`src/rtl/blink_meter.sv`:
```
`default_nettype none
// ----------------------------------------------------------------------------
// blink_meter: measures high/low phase lengths of a slow toggling input
// rev 1.0
// ----------------------------------------------------------------------------
module blink_meter #(
  parameter int CNT_W   = 32,
  parameter int FILTER  = 4,
  parameter int TIMEOUT = 100000000
) (
  input  logic             CLOCK_50,
  input  logic             RESET,
  input  logic             SIG_IN,
  output logic [CNT_W-1:0] HALF_PERIOD,
  output logic             LEVEL,
  output logic             VALID,
  output logic             TIMEOUT_FLAG,
  output logic [1:0]       LED
);

  localparam int              FW        = $clog2(FILTER + 1);
  localparam logic [FW-1:0]   FILT_LAST = FW'(FILTER - 1);
  localparam logic [FW-1:0]   FILT_ONE  = FW'(1);
  localparam logic [CNT_W-1:0] TMO      = CNT_W'(TIMEOUT);
  localparam logic [CNT_W-1:0] CNT_ONE  = CNT_W'(1);

  localparam logic [1:0] S_ACQUIRE = 2'd0;
  localparam logic [1:0] S_MEASURE = 2'd1;
  localparam logic [1:0] S_STALLED = 2'd2;

  logic             sync1_q, sync2_q;
  logic [FW-1:0]    filt_cnt_q, filt_cnt_d;
  logic             level_q, level_d;
  logic             edge_d;
  logic [1:0]       state_q, state_d;
  logic [CNT_W-1:0] cnt_q, cnt_d;
  logic [CNT_W-1:0] elapsed;
  logic [CNT_W-1:0] hp_q, hp_d;
  logic             lvl_q, lvl_d;
  logic             valid_q, valid_d;
  logic             flag_q, flag_d;

  // A differing sample that falls back to the old level restarts the count.
  always_comb begin
    filt_cnt_d = '0;
    level_d    = level_q;
    edge_d     = 1'b0;
    if (sync2_q != level_q) begin
      if (filt_cnt_q == FILT_LAST) begin
        edge_d  = 1'b1;
        level_d = sync2_q;
      end else begin
        filt_cnt_d = filt_cnt_q + FILT_ONE;
      end
    end
  end

  // Counter holds cycles since the edge minus one, so elapsed equals N at the next edge.
  assign elapsed = cnt_q + CNT_ONE;

  always_ff @(posedge CLOCK_50 or posedge RESET) begin
    if (RESET) begin
      sync1_q    <= 1'b0;
      sync2_q    <= 1'b0;
      filt_cnt_q <= '0;
      level_q    <= 1'b0;
      state_q    <= S_ACQUIRE;
      cnt_q      <= '0;
      hp_q       <= '0;
      lvl_q      <= 1'b0;
      valid_q    <= 1'b0;
      flag_q     <= 1'b0;
    end else begin
      sync1_q    <= SIG_IN;
      sync2_q    <= sync1_q;
      filt_cnt_q <= filt_cnt_d;
      level_q    <= level_d;
      state_q    <= state_d;
      cnt_q      <= cnt_d;
      hp_q       <= hp_d;
      lvl_q      <= lvl_d;
      valid_q    <= valid_d;
      flag_q     <= flag_d;
    end
  end

  always_comb begin
    state_d = state_q;
    case (state_q)
      S_ACQUIRE: if (edge_d) state_d = S_MEASURE;
      S_MEASURE: if (!edge_d && elapsed == TMO) state_d = S_STALLED;
      S_STALLED: if (edge_d) state_d = S_MEASURE;
      default:   state_d = S_ACQUIRE;
    endcase
  end

  always_comb begin
    cnt_d   = cnt_q;
    hp_d    = hp_q;
    lvl_d   = lvl_q;
    valid_d = 1'b0;
    flag_d  = flag_q;
    case (state_q)
      S_ACQUIRE: begin
        if (edge_d) cnt_d = '0;
      end
      S_MEASURE: begin
        if (edge_d) begin
          cnt_d   = '0;
          valid_d = 1'b1;
          hp_d    = elapsed;
          lvl_d   = level_q;
        end else begin
          cnt_d = elapsed;
          if (elapsed == TMO) flag_d = 1'b1;
        end
      end
      S_STALLED: begin
        if (edge_d) begin
          cnt_d  = '0;
          flag_d = 1'b0;
        end
      end
      default: begin
        cnt_d  = '0;
        flag_d = 1'b0;
      end
    endcase
  end

  assign HALF_PERIOD  = hp_q;
  assign LEVEL        = lvl_q;
  assign VALID        = valid_q;
  assign TIMEOUT_FLAG = flag_q;
  assign LED          = {flag_q, level_q};

endmodule
`default_nettype wire

```
`config.mk`:
```
export PLATFORM = sky130hd
export DESIGN_NAME = blink_meter
export DESIGN_NICKNAME = d
export VERILOG_FILES = /design/src/rtl/blink_meter.sv
export SDC_FILE = /design/constraint.sdc
export NUM_CORES = 1
export LEC_CHECK = 0
export ABC_AREA = 1
export BUFFER_PORTS_ARGS = -buffer_cell sky130_fd_sc_hd__buf_2
export CAP_MARGIN = 40
export CELL_PAD_IN_SITES_DETAIL_PLACEMENT = 2
export CELL_PAD_IN_SITES_GLOBAL_PLACEMENT = 2
export CORE_AREA = 4 4 89 133
export CTS_BUF_LIST = sky130_fd_sc_hd__clkbuf_16
export DETAILED_ROUTE_END_ITERATION = 7
export DIE_AREA = 0 0 93 137
export PLACE_DENSITY = 0.93
export SLEW_MARGIN = 10
export SYNTH_ARGS = -nofsm -noshare
export SYNTH_HDL_FRONTEND = slang
export SYNTH_SLANG_ARGS = --single-unit
```
`constraint.sdc`:
```
create_clock -name CLOCK_50 -period 5.45 [get_ports CLOCK_50]
set_input_delay 1.09 -clock CLOCK_50 [delete_from_list [all_inputs] [get_ports CLOCK_50]]
set_output_delay 1.09 -clock CLOCK_50 [all_outputs]
set_load 0.005 [all_outputs]
```
Word-level counts from Yosys, hierarchy flattened --
Index checks and enable logic that the tools add are counted.
Storage, ports and cells: register bits after elaboration 75, input port bits 3, output and inout port bits 37, logic and storage cells 47
Cells by class: add/sub/neg operators 2, equality and inequality tests 10, muxes and demuxes 16, bitwise gates (word level) 1, reduce and logical (&&, ||, !) cells 8
Operators with widths (number):
- 2-to-1 mux 32 bit | 2
- case mux 32 bit (2 select lines) | 1
- adder 32 x 1 -> 32 bit (second input constant) | 1
- == test 32 x 27 -> 1 bit (second input constant) | 1
- inequality test 2 bit (second input constant) | 4
- 2-to-1 mux 1 bit | 7
- 2-to-1 mux 3 bit | 2
- AND reduction 2 bit | 3
- 2-to-1 mux 2 bit | 2
- case mux 2 bit (2 select lines) | 1
- AND reduction 4 bit | 1
- adder 3 x 1 -> 3 bit (second input constant) | 1
- == test 3 x 2 -> 1 bit (second input constant) | 1
- case mux 1 bit (3 select lines) | 1
- == test 2 x 1 -> 1 bit (second input constant) | 1
- == test 2 bit (second input constant) | 1
- zero test 2 bit | 1
- inequality test 2 x 1 -> 1 bit (second input constant) | 1
- OR reduction 2 bit | 1
- logical AND 1 bit | 1
- zero test 1 bit | 1
- inequality test 1 bit | 1
- inverter 1 bit | 1

Longest topological paths before layout --
word-level depth 7, gate-level depth with buffers 16, gate-level depth less buffers 16

Worst setup path before layout --
No wires, ideal clock.
kind register to register, start point register cnt_q[0], end point register flag_q, in the netlist TIMEOUT_FLAG, setup time 0.117 ns, arrival time 1.674 ns, data required time 5.333 ns, path slack 3.660 ns, stages on the path, launching flop included 17, path buffers 0, clock period less this slack 1.790 ns, path through dfrtp_1 -> ha_1 -> nand2_1 -> nor2_2 -> nand2_2 -> nor2_4 -> nand2_1 -> nand2_1 -> nand2_1 -> nor2_1 -> nand2_1 -> nor2_1 -> nand3_1 -> nand2_1 -> nand2_1 -> nand2_1 -> nand2_1
On the way: word-level cells in the longest chain between the ends 4
Ends and longest elaborated chain:
- from (decl) | RTL line 36 | logic [CNT_W-1:0] cnt_q, cnt_d;
- from (signal assigned) | RTL line 79 | cnt_q <= cnt_d;
- adder 32 x 1 -> 32 bit | RTL line 59 | assign elapsed = cnt_q + CNT_ONE;
- == test 32 x 27 -> 1 bit | RTL line 115 | if (elapsed == TMO) flag_d = 1'b1;
- inequality test 2 bit (no source line)
- AND reduction 4 bit (no source line)
- to (signal assigned) | RTL line 83 | flag_q <= flag_d;
- to (decl) | RTL line 41 | logic flag_q, flag_d;
Every way passes these cells. A chain may end at the register's enable or synchronous reset.

Worst setup path in the final report --
start point register cnt_q[1], end point register flag_q, in the netlist TIMEOUT_FLAG
Same word-level chain as after synthesis.

==> metrics.md <==
| Metric | Value |
|---|---|
| Status | finished, final reports clean |
| Post-synth top flop | dfrtp_1 |
| GR peak layer | met2 |
| CTS H-tree depth | 3 |
| Clk slew on worst S/H paths | 0.06 ns |
| Final setup violation count | 0 |
| Tcrit/Tclk final | 0.478 |
| Wire length per cell | 22.1 um |
| RSZ-0062 raised after global routing | no |
| Post-route antenna net violation count | 0 |
| Global Route met3 Usage | 0.0391 |
| Die Span Y | 137 um |
| First drt pass iteration count | 4 |
| Die W | 93 um |
| Commonest cells in the netlist | 171 x nand2_1, 75 x dfrtp_1, 56 x inv_1 |
| TNS Setup | 0 ns |
| CTS Sinks | 75 |
| Post-synth top area share | 0.499 |
| Area growth from synthesis to layout | 18.9% |
| Detailed Route Iter0 Violations | 184 |
| Max Cap Viol | 0 |
| Post-CTS Hold Fix Bufs | 0 |
| Overall Global Routing Usage | 0.255 |
| Unique masters post-synth | 22 |
| # rows | 46 |
| Pleak | 2.07 nW |
| Num CTS Buffers | 9 |
| Ranking of synthesized cells by area | dfrtp_1 50%, nand2_1 17%, inv_1 5.6% |
| Slowest cell on crit path | dfrtp_1 |
| Critical Path AT | 2.84 ns |
| Drt drc | 0 |
| Vias in the first global route | 4,309 |
| Via density | 5.30 |
| CP cell instances | ha_1, nand2_1, nor2_2, nand2_2, nor2_4, nand2_1, nand2_1, nand2_1, nor2_1, nand2_1, nor2_1, nand3_1, nand2_1, nand2_1, nand2_1, nand2_1 |
| Clk_lat worst skew | 0.35 ns |
| Die area | 0.0127 mm^2 |
| Starting Density | 0.355 |
| Slew margin rel. | 0.650 |
| Crit path capture type | flip-flop |
| CTS root buf | clkbuf_16 |
| EDFF count, synth | 0 |
| Endpoints failing hold | 0 |
| DRT Wirelength | 15,300 um |
| Post-Synthesis Net Count | 507 |
| WS Path Type | reg -> reg |
| Most frequent cell after synthesis | nand2_1 |
| Initial antenna violation count | 0 |
| Layout cells sized above 1 | 0.146 |
| Warnings, synthesis | 0 |
| Asr flop ratio synth | 1.00 |
| DP HPWL | 10,500 um |
| Global route total overflow | 0 |
| Routability cong. | 0.852 |
| Post-CTS Setup Inserts | 0 |
| Max FO, Critical Path | 5 |
| Seq/Total Area, Yosys | 0.499 |
| I/O Pins | 40 |
| First-pass GRT wire length | 24,200 um |
| Clock skew | 0.00443 ns |
| Layout Nets | 549 |
| VDD IR max | 0.000300 V |
| Antenna diode count | 0 |
| Cell Pwr Density | 344 mW/mm^2 |
| GRT met2 Usage | 0.463 |
| Most numerous cell on the critical path | nand2_1 |
| Largest net degree at the start of global routing | 45 |
| Final core occ | 0.422 |
| CP required | 5.69 ns |
| Worst-margin pin slew | 0.524 ns |
| #FFs+latches synth | 75 |
| Max Freq | 0.384 GHz |
| Startpoint Class | flip-flop |
| TritonCTS clock tree | built |
| Area leader, netlist | dfrtp_1 |
| Crit-path max cell delay | 0.43 ns |
| Syn Area/Cell | 7.50 um^2 |
| Mapped Area | 0.00376 mm^2 |
| PortBufs | 39 |
| Post-CTS Resized | 0 |
| Via Count | 3,668 |
| M1 GR Usage | 0.265 |
| Synth Instances | 501 |
| Worst min path class | reg -> reg |
| Final Slew Violations | 0 |
| CORE AREA | 0.0106 mm^2 |
| Max Buffers Root-to-Sink | 2 |
| Min Tclk post-route | 2.61 ns |
-- where the power goes --
part	switching, mW	total [mW]	internal (mW)
clock	0.250	0.604	0.354
combinational	0.205	0.304	0.0988
sequential	0.0367	0.631	0.594
total	0.492	1.54	1.05
-- critical path: cells and delay by family, from the launching register on --
family	cells	cell delay, ns
fa+ha+maj	1	0.25
flops	1	0.43
simple gates	15	1.82
-- sequential cells by signal, summed over array words and instances (netlist names) --
signal,cells
LEVEL,1
sync1_q,1
filt_cnt_q,3
cnt_q,32
state_q,2
level_q,1
sync2_q,1
VALID,1
TIMEOUT_FLAG,1
HALF_PERIOD,32
-- layout make-up --
type	count	area [um^2]
clock buffer	9	225
timing repair buffer	44	298
clock inverter	7	67.6
inverter	60	225
sequential	75	1880
fill	1247	6120
tap	144	180
multi-input combinational	353	1600
-- routing by layer --
layer | up-vias | share of wire
li1 | 1669 | -
met1 | 1867 | 0.37
met2 | 77 | 0.54
met3 | 55 | 0.025
met4 | 0 | 0.063
met5 | - | 0
-- final timing paths --
| check | from | endpoint | slack, ns | depth (start not counted) |
|---|---|---|---|---|
| worst max-delay path | cnt_q[1]$_DFFE_PP0P_ | TIMEOUT_FLAG$_DFFE_PP0P_ | 2.84 | 16 |
| worst min-delay path | sync1_q$_DFF_PP0_ | sync2_q$_DFF_PP0_ | 0.36 | 0 |
| worst max register to register | cnt_q[1]$_DFFE_PP0P_ | TIMEOUT_FLAG$_DFFE_PP0P_ | 2.84 | 16 |
| worst min register to register | sync1_q$_DFF_PP0_ | sync2_q$_DFF_PP0_ | 0.36 | 0 |
| max in group asynchronous | RESET | cnt_q[30]$_DFFE_PP0P_ | 4.01 | 3 |
| min in group asynchronous | RESET | HALF_PERIOD[16]$_DFFE_PP0P_ | 0.71 | 2 |
-- cell usage in the layout (no fill, tap or decap), types with 3 or more instances in the layout --
cell,n
clkinv_2,4
nand3_1,26
ha_1,3
inv_1,55
o21ai_0,42
nand2_1,171
dfrtp_1,75
and2_1,3
nand2_2,4
clkbuf_16,9
nor2_1,55
buf_2,39
o22ai_1,24
xor2_1,6
inv_2,4
nor2_2,10
-- kinds of logic after synthesis --
group                      after synthesis  synth area share
DFF                                     75             0.499
AOI/OAI and AO/OA                       69             0.101
adders and majority gates                3           0.00999
xor gates and xnor gates                 6            0.0140
buffers and inverters                   73            0.0756
and+or+nand+nor                        275             0.301
-- metrics by stage --
step	std cells	hold WS, ns	power, mW	cell area, um^2	setup WS [ns]
6_report	692	0.357	1.54	4470	2.84
5_1_grt	692	0.370	1.60	4470	2.60
4_1_cts	692	0.360	1.55	4470	2.84
3_5_place_dp	676	0.340	0.937	4180	3.03
3_3_place_gp	672	0.335	0.862	4080	3.02
2_1_floorplan	501	0.331	0.797	3760	2.45
Power figures use the tool's default switching activity.
